File: src/rtl/pc_fetch_unit.sv
// Fetch PC owner: issues word fetches on req/gnt/rvalid and buffers responses in order for IF/ID.
// Latency gnt->inst_valid_o is rvalid delay + 1; requests gated by credit, rvalid never stalled, hold stalls pops.
module pc_fetch_unit #(
    parameter logic [31:0] RESET_ADDR = 32'h0000_0000,
    parameter int unsigned FIFO_DEPTH = 2,
    parameter logic [31:0] INST_NOP   = 32'h0000_0013
) (
    input  logic        clk_i,
    input  logic        rst_n_i,
    input  logic [2:0]  hold_flag_i,
    input  logic        jump_flag_i,
    input  logic [31:0] jump_addr_i,
    output logic        ibus_req_o,
    output logic [31:0] ibus_addr_o,
    input  logic        ibus_gnt_i,
    input  logic        ibus_rvalid_i,
    input  logic [31:0] ibus_rdata_i,
    output logic [31:0] inst_o,
    output logic [31:0] inst_addr_o,
    output logic        inst_valid_o
);
    localparam int unsigned CW = $clog2(FIFO_DEPTH + 1);
    localparam logic [CW:0] DEPTH_C = (CW + 1)'(FIFO_DEPTH);

    typedef struct packed {
        logic [31:0] addr;
        logic [31:0] word;
    } fetch_ent_t;

    logic [31:0]   req_pc;
    logic [31:0]   resp_pc;
    logic [31:0]   last_addr;
    logic [31:0]   jump_pc;
    logic [CW-1:0] outstanding;
    logic [CW-1:0] discard;
    logic [CW-1:0] fifo_count;
    logic [CW-1:0] outs_after_rsp;
    logic [CW:0]   occupancy;
    logic          credit;
    logic          gnt_fire;
    logic          rsp_drop;
    logic          push_vld;
    logic          pop_vld;
    logic          fifo_empty;
    logic          unused_fifo_full;
    logic          unused_jump_lsb;
    fetch_ent_t    push_dat;
    fetch_ent_t    head_dat;

    assign jump_pc         = {jump_addr_i[31:2], 2'b00};
    assign unused_jump_lsb = ^jump_addr_i[1:0];

    // Every buffered word and every in-flight request holds one FIFO slot,
    // so a returning rvalid always has somewhere to land.
    assign occupancy = {1'b0, outstanding} + {1'b0, fifo_count};
    assign credit    = occupancy < DEPTH_C;

    assign ibus_req_o  = rst_n_i & credit & ~jump_flag_i;
    assign ibus_addr_o = req_pc;
    assign gnt_fire    = ibus_req_o & ibus_gnt_i;

    assign rsp_drop       = (discard != '0);
    assign push_vld       = ibus_rvalid_i & ~rsp_drop & ~jump_flag_i;
    assign pop_vld        = ~fifo_empty & (hold_flag_i == 3'd0) & ~jump_flag_i;
    assign push_dat       = '{addr: resp_pc, word: ibus_rdata_i};
    assign outs_after_rsp = outstanding - CW'(ibus_rvalid_i);

    always_ff @(posedge clk_i or negedge rst_n_i) begin
        if (!rst_n_i) begin
            req_pc      <= RESET_ADDR;
            resp_pc     <= RESET_ADDR;
            last_addr   <= RESET_ADDR;
            outstanding <= '0;
            discard     <= '0;
        end else begin
            outstanding <= outs_after_rsp + CW'(gnt_fire);
            if (!fifo_empty) begin
                last_addr <= head_dat.addr;
            end
            // Everything still in flight after this cycle's response belongs to the old path.
            if (jump_flag_i) begin
                req_pc  <= jump_pc;
                resp_pc <= jump_pc;
                discard <= outs_after_rsp;
            end else begin
                if (gnt_fire) begin
                    req_pc <= req_pc + 32'd4;
                end
                if (push_vld) begin
                    resp_pc <= resp_pc + 32'd4;
                end
                if (ibus_rvalid_i && rsp_drop) begin
                    discard <= discard - CW'(1);
                end
            end
        end
    end

    pc_fetch_fifo #(
        .WIDTH ($bits(fetch_ent_t)),
        .DEPTH (FIFO_DEPTH)
    ) u_fifo (
        .clk_i    (clk_i),
        .rst_n_i  (rst_n_i),
        .flush    (jump_flag_i),
        .push_vld (push_vld),
        .push_dat (push_dat),
        .pop_vld  (pop_vld),
        .head_dat (head_dat),
        .count    (fifo_count),
        .empty    (fifo_empty),
        .full     (unused_fifo_full)
    );

    assign inst_valid_o = ~fifo_empty;
    assign inst_o       = fifo_empty ? INST_NOP : head_dat.word;
    assign inst_addr_o  = fifo_empty ? last_addr : head_dat.addr;

    a_credit: assert property (@(posedge clk_i) disable iff (!rst_n_i)
        occupancy <= DEPTH_C);
    a_discard: assert property (@(posedge clk_i) disable iff (!rst_n_i)
        discard <= outstanding);
    a_rvalid: assert property (@(posedge clk_i) disable iff (!rst_n_i)
        ibus_rvalid_i |-> (outstanding != '0));

endmodule

// Generic in-order FIFO with synchronous flush; head is read straight from registered storage.
// Latency: a push is visible at the head the cycle after it; push into a full FIFO is ignored unless it pops too.
module pc_fetch_fifo #(
    parameter int unsigned WIDTH = 32,
    parameter int unsigned DEPTH = 2
) (
    input  logic                       clk_i,
    input  logic                       rst_n_i,
    input  logic                       flush,
    input  logic                       push_vld,
    input  logic [WIDTH-1:0]           push_dat,
    input  logic                       pop_vld,
    output logic [WIDTH-1:0]           head_dat,
    output logic [$clog2(DEPTH+1)-1:0] count,
    output logic                       empty,
    output logic                       full
);
    localparam int unsigned PW = (DEPTH > 1) ? $clog2(DEPTH) : 1;
    localparam int unsigned CW = $clog2(DEPTH + 1);

    logic [WIDTH-1:0] mem [DEPTH];
    logic [PW-1:0]    rd_ptr;
    logic [PW-1:0]    wr_ptr;
    logic [CW-1:0]    cnt;
    logic             do_push;
    logic             do_pop;

    function automatic logic [PW-1:0] ptr_inc(input logic [PW-1:0] p);
        return (p == PW'(DEPTH - 1)) ? '0 : p + PW'(1);
    endfunction

    assign empty    = (cnt == '0);
    assign full     = (cnt == CW'(DEPTH));
    assign count    = cnt;
    assign head_dat = mem[rd_ptr];
    assign do_pop   = pop_vld & ~empty;
    assign do_push  = push_vld & (~full | do_pop);

    always_ff @(posedge clk_i or negedge rst_n_i) begin
        if (!rst_n_i) begin
            rd_ptr <= '0;
            wr_ptr <= '0;
            cnt    <= '0;
        end else if (flush) begin
            rd_ptr <= '0;
            wr_ptr <= '0;
            cnt    <= '0;
        end else begin
            if (do_push) begin
                wr_ptr <= ptr_inc(wr_ptr);
            end
            if (do_pop) begin
                rd_ptr <= ptr_inc(rd_ptr);
            end
            case ({do_push, do_pop})
                2'b10:   cnt <= cnt + CW'(1);
                2'b01:   cnt <= cnt - CW'(1);
                default: cnt <= cnt;
            endcase
        end
    end

    always_ff @(posedge clk_i) begin
        if (do_push) begin
            mem[wr_ptr] <= push_dat;
        end
    end

endmodule

File: config.mk
export PLATFORM = sky130hd
export DESIGN_NAME = pc_fetch_unit
export DESIGN_NICKNAME = d
export VERILOG_FILES = /design/src/rtl/pc_fetch_unit.sv
export SDC_FILE = /design/constraint.sdc
export NUM_CORES = 1
export LEC_CHECK = 0
export CAP_MARGIN = 30
export CORE_MARGIN = 4
export CORE_UTILIZATION = 47
export DETAILED_ROUTE_END_ITERATION = 7
export PLACE_DENSITY = 0.77
export SYNTH_ARGS = -nofsm -noshare
export SYNTH_HDL_FRONTEND = slang
export SYNTH_HIERARCHICAL = 1
export SYNTH_SLANG_ARGS = --single-unit
File: constraint.sdc
create_clock -name clk_i -period 6.2 [get_ports clk_i]
set_input_delay 0.93 -clock clk_i [delete_from_list [all_inputs] [get_ports clk_i]]
set_output_delay 0.93 -clock clk_i [all_outputs]
set_load 0.02 [all_outputs]
==> results.json, run 1 <==
{
  "synth.distinct_cells": 61,
  "cp-start-kind": "flip-flop",
  "ff2ff_path_depth": 7,
  "report.final.slew_viol_count": 0,
  "r2r-start": "u_fifo/count[0]$_DFFE_PN0P_",
  "finish.cell_count_without_fillers": 1167,
  "post_cts_resized": 0,
  "p_per_area_mw_per_mm2": 337,
  "avgSynthCellArea_um2": 14.3,
  "rrSetupSlack_ps": 2590,
  "period_share_pct": 66.0,
  "path_max_fanout": 39,
  "yosys.area.top_type_share_pct": 38.4,
  "drv_cap": 0,
  "drt_first_iter_violations": 335,
  "vdd_drop_max_mv": 0.149,
  "worstPathRequired_ps": 5270,
  "setup_viol": 0,
  "criticalPathCategory": "flip-flop to output port",
  "status": "finished clean",
  "grt_pass1_vias": 6456,
  "power.leakage_nw": 4.60,
  "hold_path.class": "flip-flop to flip-flop",
  "relSlewSlack_pct": 35.4,
  "yosysSeqAreaShare_pct": 63.4,
  "yosys.area_share.adder_pct": 0.824,
  "vias": 6209,
  "power.total_mw": 4.28,
  "ys_ff_latch": 228,
  "holdPathStages": 1,
  "endpoint_kind": "output port",
  "max_freq_ghz": 0.244,
  "cts.root.buffer_cell": "clkbuf_16",
  "synthTopCellsByArea": "edfxtp_1, dfrtp_1, mux2_2",
  "avgRoutedWirePerCell_um": 18.3,
  "cts_tree": "yes",
  "r2r_end": "ibus_addr_o[17]$_DFFE_PN0P_",
  "path_clk_slew_ps": 60,
  "synth.area.mux_share_pct": 14.3,
  "synth_compound_area_share_pct": 2.77,
  "yosysWarnings": 6,
  "synth_top_family_by_area": "multiplexers",
  "drive_gt1_share_pct": 20.2,
  "core-area_mm2": 0.0210,
  "num_antenna_cells": 0,
  "place_area_mm2": 0.0120,
  "synth-simple-area-share_pct": 12.1,
  "synth_area_mm2": 0.0100,
  "antenna_left": 0,
  "postCtsSetupBuffers": 0,
  "finalHoldViolations": 0,
  "slowest_delay_ps": 990,
  "rsz0062_at_grt": "false",
  "crit_arrival_ps": 3160,
  "stdcell_area_mm2": 0.0127,
  "clk_latency_ps": 500,
  "crit_slowest_cell": "dfrtp_2",
  "antenna_found_initial": 0,
  "clockBufferDepth": 3,
  "grt_max_degree": 65,
  "rows": 53,
  "fp.dieArea_mm2": 0.0237,
  "vias_per_cell": 5.32,
  "synth_top_area_cell": "edfxtp_1",
  "synth_xor_xnor_area_share_pct": 4.72,
  "drc": 0,
  "critical_path.endpoint": "inst_o[1]",
  "gr-usage-all-layers_pct": 17.9,
  "startpoint": "u_fifo/rd_ptr$_DFFE_PN0P_",
  "dr.pass1.iters": 4,
  "initial_utilization_pct": 47.6,
  "cts_htree_levels": 1,
  "clock_sinks": 228,
  "syn-instance-count": 701,
  "die_y_um": 154,
  "port_buffers": 165,
  "ios": 170,
  "hpwl_um": 14600,
  "cts_made_buffers": 23,
  "place_inst": 1126,
  "hold_buffers": 0,
  "period_needed_ps": 4090,
  "setup_tns_ps": 0,
  "die_w_um": 154,
  "syn2layout_area_growth_pct": 26.5,
  "worstMarginPinSlew_ps": 963,
  "place_congestion": 0.794,
  "nets": 954,
  "grt_pass1_wl_um": 34600,
  "grt_overflow": 0,
  "fin_skew_ps": 8.06,
  "totalWireLength_um": 21400,
  "cp_cell_sequence": "buf_4 > mux2_2 > or2_2 > clkdlybuf4s50_1"
}
-- how the worst min path moves through the flow --
stage | startpoint | endpoint | slack, ps
after CTS | last_addr[0]$_DFF_PN0_ | last_addr[0]$_DFF_PN0_ | 490
final | last_addr[0]$_DFF_PN0_ | last_addr[0]$_DFF_PN0_ | 490
after global placement | last_addr[0]$_DFF_PN0_ | last_addr[0]$_DFF_PN0_ | 480
after floorplan | resp_pc[31]$_DFFE_PN0N_ | u_fifo/mem[0][63]$_DFFE_PP_ | 460
after detailed placement | last_addr[0]$_DFF_PN0_ | last_addr[0]$_DFF_PN0_ | 480
after global routing | last_addr[31]$_DFF_PN0_ | last_addr[31]$_DFF_PN0_ | 510
-- registers in the layout (all words and copies together), names as in the netlist --
| register | count |
|---|---|
| ibus_addr_o | 30 |
| last_addr | 32 |
| u_fifo/mem | 128 |
| resp_pc | 30 |
| u_fifo/count | 2 |
| u_fifo/wr_ptr | 1 |
| u_fifo/rd_ptr | 1 |
| discard | 2 |
| outstanding | 2 |
-- cell type report --
cell class | instances | area, um2
Multi-Input combinational cell | 438 | 3520
Clock buffer | 34 | 671
Clock inverter | 7 | 33.8
Inverter | 12 | 45.0
Sequential cell | 228 | 6350
Tap cell | 275 | 344
Fill cell | 1596 | 8350
Timing Repair Buffer | 173 | 1710
-- through the flow --
step,worst slack [ps],util (%),hold slack (ps)
after floorplan,920,-,463
after global placement,2410,56.9,478
after detailed placement,2420,56.9,481
after CTS,2060,60.3,494
after global routing,1920,60.3,510
final,2110,60.3,490
-- cell families after synthesis --
group | count (synthesis)
multiplexers | 127
other | 1
AO/OA/AOI/OAI | 46
flip-flops | 228
adder cells (fa/ha/maj) | 6
buffers and inverters | 40
AND/OR/NAND/NOR | 199
XOR/XNOR | 54
-- layer usage --
layer / routed length, um / GRT usage (%) / vias to the layer above
met3: 1310 / 2.67 / 38
met4: 543 / 5.21 / 0
met2: 9920 / 28.1 / 210
met5: 0 / 0 / -
met1: 9620 / 26.2 / 3058
li1: - / - / 2903
-- power by group --
| part | switching (mW) | leakage, nW | internal (mW) |
|---|---|---|---|
| clock network | 0.538 | 0.355 | 0.746 |
| logic | 0.539 | 1.90 | 0.514 |
| registers | 0.113 | 2.35 | 1.83 |
| total | 1.19 | 4.60 | 3.09 |
-- cells in the mapped netlist (all sizes together) --
cell / count
a21o: 1
mux2i: 2
nand4: 19
fa: 1
or3: 4
and2: 4
o211ai: 3
nor2: 31
or2: 4
inv: 11
mux2: 125
and2b: 1
nor4b: 1
nand3: 28
conb: 1
dfrtp: 100
xnor2: 35
o21ai: 21
xor2: 19
nand4bb: 1
and4: 7
nand2: 32
or4: 1
a31oi: 2
nor4: 6
nor2b: 31
and3: 12
o311ai: 3
ha: 5
nand2b: 2
a2111oi: 1
o31ai: 1
and4b: 1
nand4b: 3
clkinv: 1
a31o: 1
clkbuf: 12
a21oi: 10
a211oi: 3
edfxtp: 128
nor3: 11
buf: 16
-- layout by cell type (no fill, tap or decap), types with 4 or more instances in the layout --
master,count
inv_1,11
clkbuf_16,23
xor2_1,19
buf_4,9
or3_1,4
or2_2,4
nand4_1,17
clkbuf_1,5
nor3_1,8
mux2_1,21
dfrtp_1,99
a21oi_1,10
mux2_2,103
nand3_1,28
nor2b_1,29
clkbuf_8,5
and4_1,5
nand2_1,31
and3_1,10
ha_1,5
conb_1,6
clkinv_2,6
edfxtp_1,128
nor4_2,4
o21ai_0,19
nor2_1,26
xnor2_1,35
nor2_4,4
clkdlybuf4s50_1,164
-- worst max-delay path, delay by kind of cell, from the launching register on --
kind | cells | cell delay [ps]
mux | 1 | 370
simple gates | 1 | 260
flops | 1 | 990
buf+inv | 2 | 1030
Power figures use the tool's default switching activity.
==> inputs of run 2 (changes only) <==
Clock period 6.2 ns to 4.1 ns, I/O delays scaled along.
==> run 2 against run 1 <==
  * Design area rose by 1.8%
  * Count of clock-buffer cells in the layout fell by 5
  * Via count up 0.84%
  * Largest power group unchanged
  * First-iteration DRC count is 7.5% lower
  * Sequential share of layout area fell by 0.91 points
  * Global-route usage fell by 0.12 points
  * Critical path depth unchanged
  * Critical endpoint is now ibus_req_o
==> results.json, run 2 (synthesized netlist as in run 1, its figures left out) <==
{
  "fp.dieArea_mm2": 0.0237,
  "criticalPathCategory": "flip-flop to output port",
  "worstPathRequired_ps": 3480,
  "grt_overflow": 0,
  "final_cell_mix": "clkdlybuf4s50_1, edfxtp_1, mux2_2",
  "fillerInstances": 1613,
  "cp-start-kind": "flip-flop",
  "totalWireLength_um": 21500,
  "worst_slack_ps": 921,
  "period_share_pct": 77.5,
  "place_congestion": 0.797,
  "nets": 958,
  "power.total_mw": 6.85,
  "worstMarginPinSlew_ps": 860,
  "top_register": "u_fifo/mem",
  "finish.cell_count_without_fillers": 1173,
  "drive_gt1_share_pct": 20.8,
  "power.leakage_nw": 4.69,
  "multi_input_area_mm2": 0.00352,
  "largest_reg_flops": 128,
  "crit_slowest_cell": "clkdlybuf4s50_1",
  "place_area_mm2": 0.0120,
  "dp_slack_ps": 969,
  "die_w_um": 154,
  "vias_per_cell": 5.34,
  "rsz0062_at_grt": "false",
  "hold_buffers": 0,
  "drt_first_iter_violations": 310,
  "clock_sinks": 228,
  "endpoint_kind": "output port",
  "syn2layout_area_growth_pct": 28.9,
  "core-area_mm2": 0.0210,
  "grt_pass1_wl_um": 34200,
  "report.final.slew_viol_count": 0,
  "path_clk_slew_ps": 60,
  "setup_viol": 0,
  "cts_made_buffers": 24,
  "hold_path.class": "input pin to async pin",
  "place_inst": 1129,
  "cts.root.buffer_cell": "clkbuf_16",
  "stdcell_area_mm2": 0.0129,
  "finalHoldViolations": 0,
  "seq_area_mm2": 0.00635,
  "ios": 170,
  "crit_arrival_ps": 2560,
  "path_max_fanout": 7,
  "cts_htree_levels": 1,
  "die_y_um": 154,
  "antenna_found_initial": 0,
  "cp_cell_sequence": "and2_1 > fa_1 > nor4b_1 > clkdlybuf4s50_1",
  "slowest_delay_ps": 650,
  "antenna_left": 0,
  "final_common_cell": "clkdlybuf4s50_1",
  "p_per_area_mw_per_mm2": 531,
  "drc": 0,
  "hpwl_um": 14300,
  "gr-usage-all-layers_pct": 17.8,
  "drv_cap": 0,
  "relSlewSlack_pct": 42.3,
  "dr.pass1.iters": 4,
  "rows": 53,
  "port_buffers": 165,
  "reg.largest.list": "u_fifo/mem (128), last_addr (32)",
  "max_freq_ghz": 0.315,
  "num_antenna_cells": 0,
  "grt_pass1_vias": 6328,
  "period_needed_ps": 3180,
  "vias": 6261,
  "grt_max_degree": 67,
  "setup_tns_ps": 0,
  "postCtsSetupBuffers": 0,
  "status": "finished clean",
  "cts_tree": "yes",
  "fin_skew_ps": 11.5,
  "fin_util_pct": 61.4,
  "vdd_drop_max_mv": 0.294,
  "clk_latency_ps": 500,
  "initial_utilization_pct": 47.6,
  "clockBufferDepth": 3,
  "post_cts_resized": 0,
  "holdWs_ps": 14.8,
  "avgRoutedWirePerCell_um": 18.4
}
## run 2: cell types whose count changed in the layout (fill, tap and decap cells not counted), moves of 2 or more
cell       delta
clkbuf_16     +2
clkbuf_8      -4
clkinv_4      +3
clkinv_2      -3
buf_12        +4
bufinv_16     +5
clkbuf_1      -2
## run 2: path summary, 6_finish.rpt
path / from / to / slack, ps / cells after the start
worst max register to register: u_fifo/count[0]$_DFFE_PN0P_ / ibus_addr_o[27]$_DFFE_PN0P_ / 1140 / 8
min in group clk_i: last_addr[0]$_DFF_PN0_ / last_addr[0]$_DFF_PN0_ / 490 / 1
worst max-delay path: u_fifo/count[0]$_DFFE_PN0P_ / ibus_req_o / 920 / 4
worst min register to register: last_addr[0]$_DFF_PN0_ / last_addr[0]$_DFF_PN0_ / 490 / 1
max in group asynchronous: rst_n_i / resp_pc[8]$_DFFE_PN0N_ / 2610 / 3
worst min-delay path: rst_n_i / outstanding[0]$_DFF_PN0_ / 10 / 1
## run 2: area by class of cell
class | count | area share [%]
sequential | 228 | 49.2
multi-input combinational | 438 | 27.3
timing repair buffer | 176 | 13.8
clock buffer | 29 | 5.04
tap | 275 | 2.67
clock inverter | 15 | 1.67
inverter | 12 | 0.349
## run 2: power by group
part           internal [mW]  switching, mW  leakage [nW]
registers               2.76          0.169          2.35
clock network           1.45          0.865         0.421
logic                  0.787          0.815          1.92
total                   5.00           1.85          4.69
## run 2: routing by layer
| layer | GRT usage (%) | part of all wire, % | vias to the layer above |
|---|---|---|---|
| li1 | - | - | 2916 |
| met1 | 26.2 | 46 | 3111 |
| met2 | 28.2 | 47 | 216 |
| met3 | 3.21 | 6.3 | 18 |
| met4 | 3.41 | 1.2 | 0 |
| met5 | 0 | 0 | - |
## run 2: worst max-delay path: cells and delay by family (launching register included)
family	cells	cell delay, ps
buf+inv	1	650
flops	1	460
simple gates	2	490
fa+ha+maj	1	450
==> inputs of run 3 (changes only) <==
Clock period 4.1 ns to 3.04 ns, I/O delays scaled along.
==> run 3 against run 2 <==
  * Register-to-register slack got worse by 770 ps
  * Cell count up 0.51%
  * Critical path type unchanged
  * First-iteration DRC count up 6.5%
  * Design area decreased by 0.33%
  * Clock power grew 21%
  * Non-clock buffer count up 6
  * Flip-flop and latch count unchanged
==> results.json, run 3 (synthesized netlist as in run 1, its figures left out) <==
{
  "cts_tree": "yes",
  "hold_path.class": "input pin to async pin",
  "rsz0062_at_grt": "false",
  "setup_viol": 0,
  "initial_utilization_pct": 47.6,
  "cp-start-kind": "flip-flop",
  "cts_htree_levels": 1,
  "grt_overflow": 0,
  "drc": 0,
  "p_per_area_mw_per_mm2": 693,
  "grt_pass1_wl_um": 34500,
  "clock_sinks": 228,
  "port_buffers": 165,
  "cts.root.buffer_cell": "clkbuf_16",
  "die_y_um": 154,
  "grt_pass1_vias": 6440,
  "power_frac_comb_pct": 24.2,
  "fillerInstances": 1605,
  "cp_cell_sequence": "nor2_4 > buf_12 > mux2_2 > clkdlybuf4s50_1",
  "dr.pass1.iters": 4,
  "finalHoldViolations": 0,
  "top_register": "u_fifo/mem",
  "hold_buffers": 0,
  "path_clk_slew_ps": 60,
  "endpoint_kind": "output port",
  "stdcell_area_mm2": 0.0129,
  "reg.largest.list": "u_fifo/mem (128), last_addr (32)",
  "crit_slowest_cell": "clkdlybuf4s50_1",
  "period_needed_ps": 2890,
  "relSlewSlack_pct": 48.3,
  "status": "finished clean",
  "rows": 53,
  "drive_gt1_share_pct": 20.9,
  "vias": 6244,
  "final_common_cell": "clkdlybuf4s50_1",
  "worstPathRequired_ps": 2580,
  "intPower_mw": 6.46,
  "finish.cell_count_without_fillers": 1179,
  "ios": 170,
  "crit_arrival_ps": 2440,
  "antenna_found_initial": 0,
  "place_congestion": 0.820,
  "period_share_pct": 95.1,
  "drv_cap": 0,
  "p_seq_share_pct": 44.3,
  "p_clk_share_pct": 31.4,
  "largest_reg_flops": 128,
  "switching_power_mw": 2.46,
  "criticalPathCategory": "flip-flop to output port",
  "clk_latency_ps": 500,
  "final_cell_mix": "clkdlybuf4s50_1, edfxtp_1, mux2_2",
  "switching_share_pct": 27.6,
  "gr-usage-all-layers_pct": 17.9,
  "totalWireLength_um": 21500,
  "slowest_delay_ps": 570,
  "place_area_mm2": 0.0121,
  "clockBufferDepth": 3,
  "path_max_fanout": 66,
  "vias_per_cell": 5.30,
  "grt_max_degree": 67,
  "hpwl_um": 14500,
  "cp_num_buf_inv": 2,
  "drt_first_iter_violations": 330,
  "core-area_mm2": 0.0210,
  "nets": 964,
  "avgRoutedWirePerCell_um": 18.2,
  "power.leakage_nw": 4.69,
  "fp.dieArea_mm2": 0.0237,
  "syn2layout_area_growth_pct": 28.4,
  "report.final.slew_viol_count": 0,
  "cpLargestDelayFamily": "buffers and inverters",
  "max_freq_ghz": 0.346,
  "worstMarginPinSlew_ps": 776,
  "num_antenna_cells": 0,
  "fin_skew_ps": 8.09,
  "antenna_left": 0,
  "cts_made_buffers": 24,
  "die_w_um": 154,
  "place_inst": 1135,
  "vdd_drop_max_mv": 0.322,
  "rrSetupSlack_ps": 370
}
[run 3: per-stage QoR]
stage | util [%] | hold WS, ps | power (mW) | setup WS (ps) | TNS [ps]
floorplan | - | 160 | 5.15 | -700 | -89630
global placement | 57.6 | 478 | 6.14 | 341 | 0
detailed placement | 57.6 | 485 | 6.20 | 314 | 0
CTS | 61.2 | 222 | 9.03 | 110 | 0
global route | 61.2 | 244 | 9.35 | 37.6 | 0
finish | 61.2 | 194 | 8.91 | 149 | 0
[run 3: what timing repair did]
action / CTS / global route
resized for setup: 1 / 0
setup buffers: 0 / 0
endpoints found under the setup margin: 1 / 0
[run 3: layout make-up]
class                   instances  area [um2]  area share (%)
inverters                      12        45.0           0.350
clock inverters                11        80.1           0.622
well taps                     275         344            2.67
multi-input cells             438        3520            27.4
repair buffers                182        1840            14.3
clock buffers                  33         687            5.34
flip-flops and latches        228        6350            49.3
[run 3: worst paths after layout]
path                                                    end                   startpoint  depth (start not counted)
worst max-delay path                        inst_addr_o[23]  u_fifo/count[0]$_DFFE_PN0P_                          4
worst min-delay path            ibus_addr_o[25]$_DFFE_PN0P_                      rst_n_i                          2
worst max register to register  ibus_addr_o[28]$_DFFE_PN0P_  u_fifo/count[0]$_DFFE_PN0P_                          8
worst min register to register      last_addr[22]$_DFF_PN0_      last_addr[22]$_DFF_PN0_                          1
max in group asynchronous            last_addr[0]$_DFF_PN0_                      rst_n_i                          3
min in group clk_i                  last_addr[22]$_DFF_PN0_      last_addr[22]$_DFF_PN0_                          1
[run 3: routing by layer]
metal | routed length (um) | GRT usage [%]
met5 | 0 | 0
met4 | 504 | 4.42
met3 | 1360 | 3.04
met2 | 9670 | 28.1
met1 | 9930 | 26.2
[run 3: power groups by stage]
stage | Sequential [mW] | Combinational [mW] | Clock, mW
5_1_grt | 4.00 | 2.32 | 3.03
6_report | 3.95 | 2.16 | 2.80
3_5_place_dp | 4.01 | 2.19 | 0
2_1_floorplan | 3.99 | 1.16 | 0
4_1_cts | 3.95 | 2.20 | 2.88
3_3_place_gp | 3.98 | 2.16 | 0
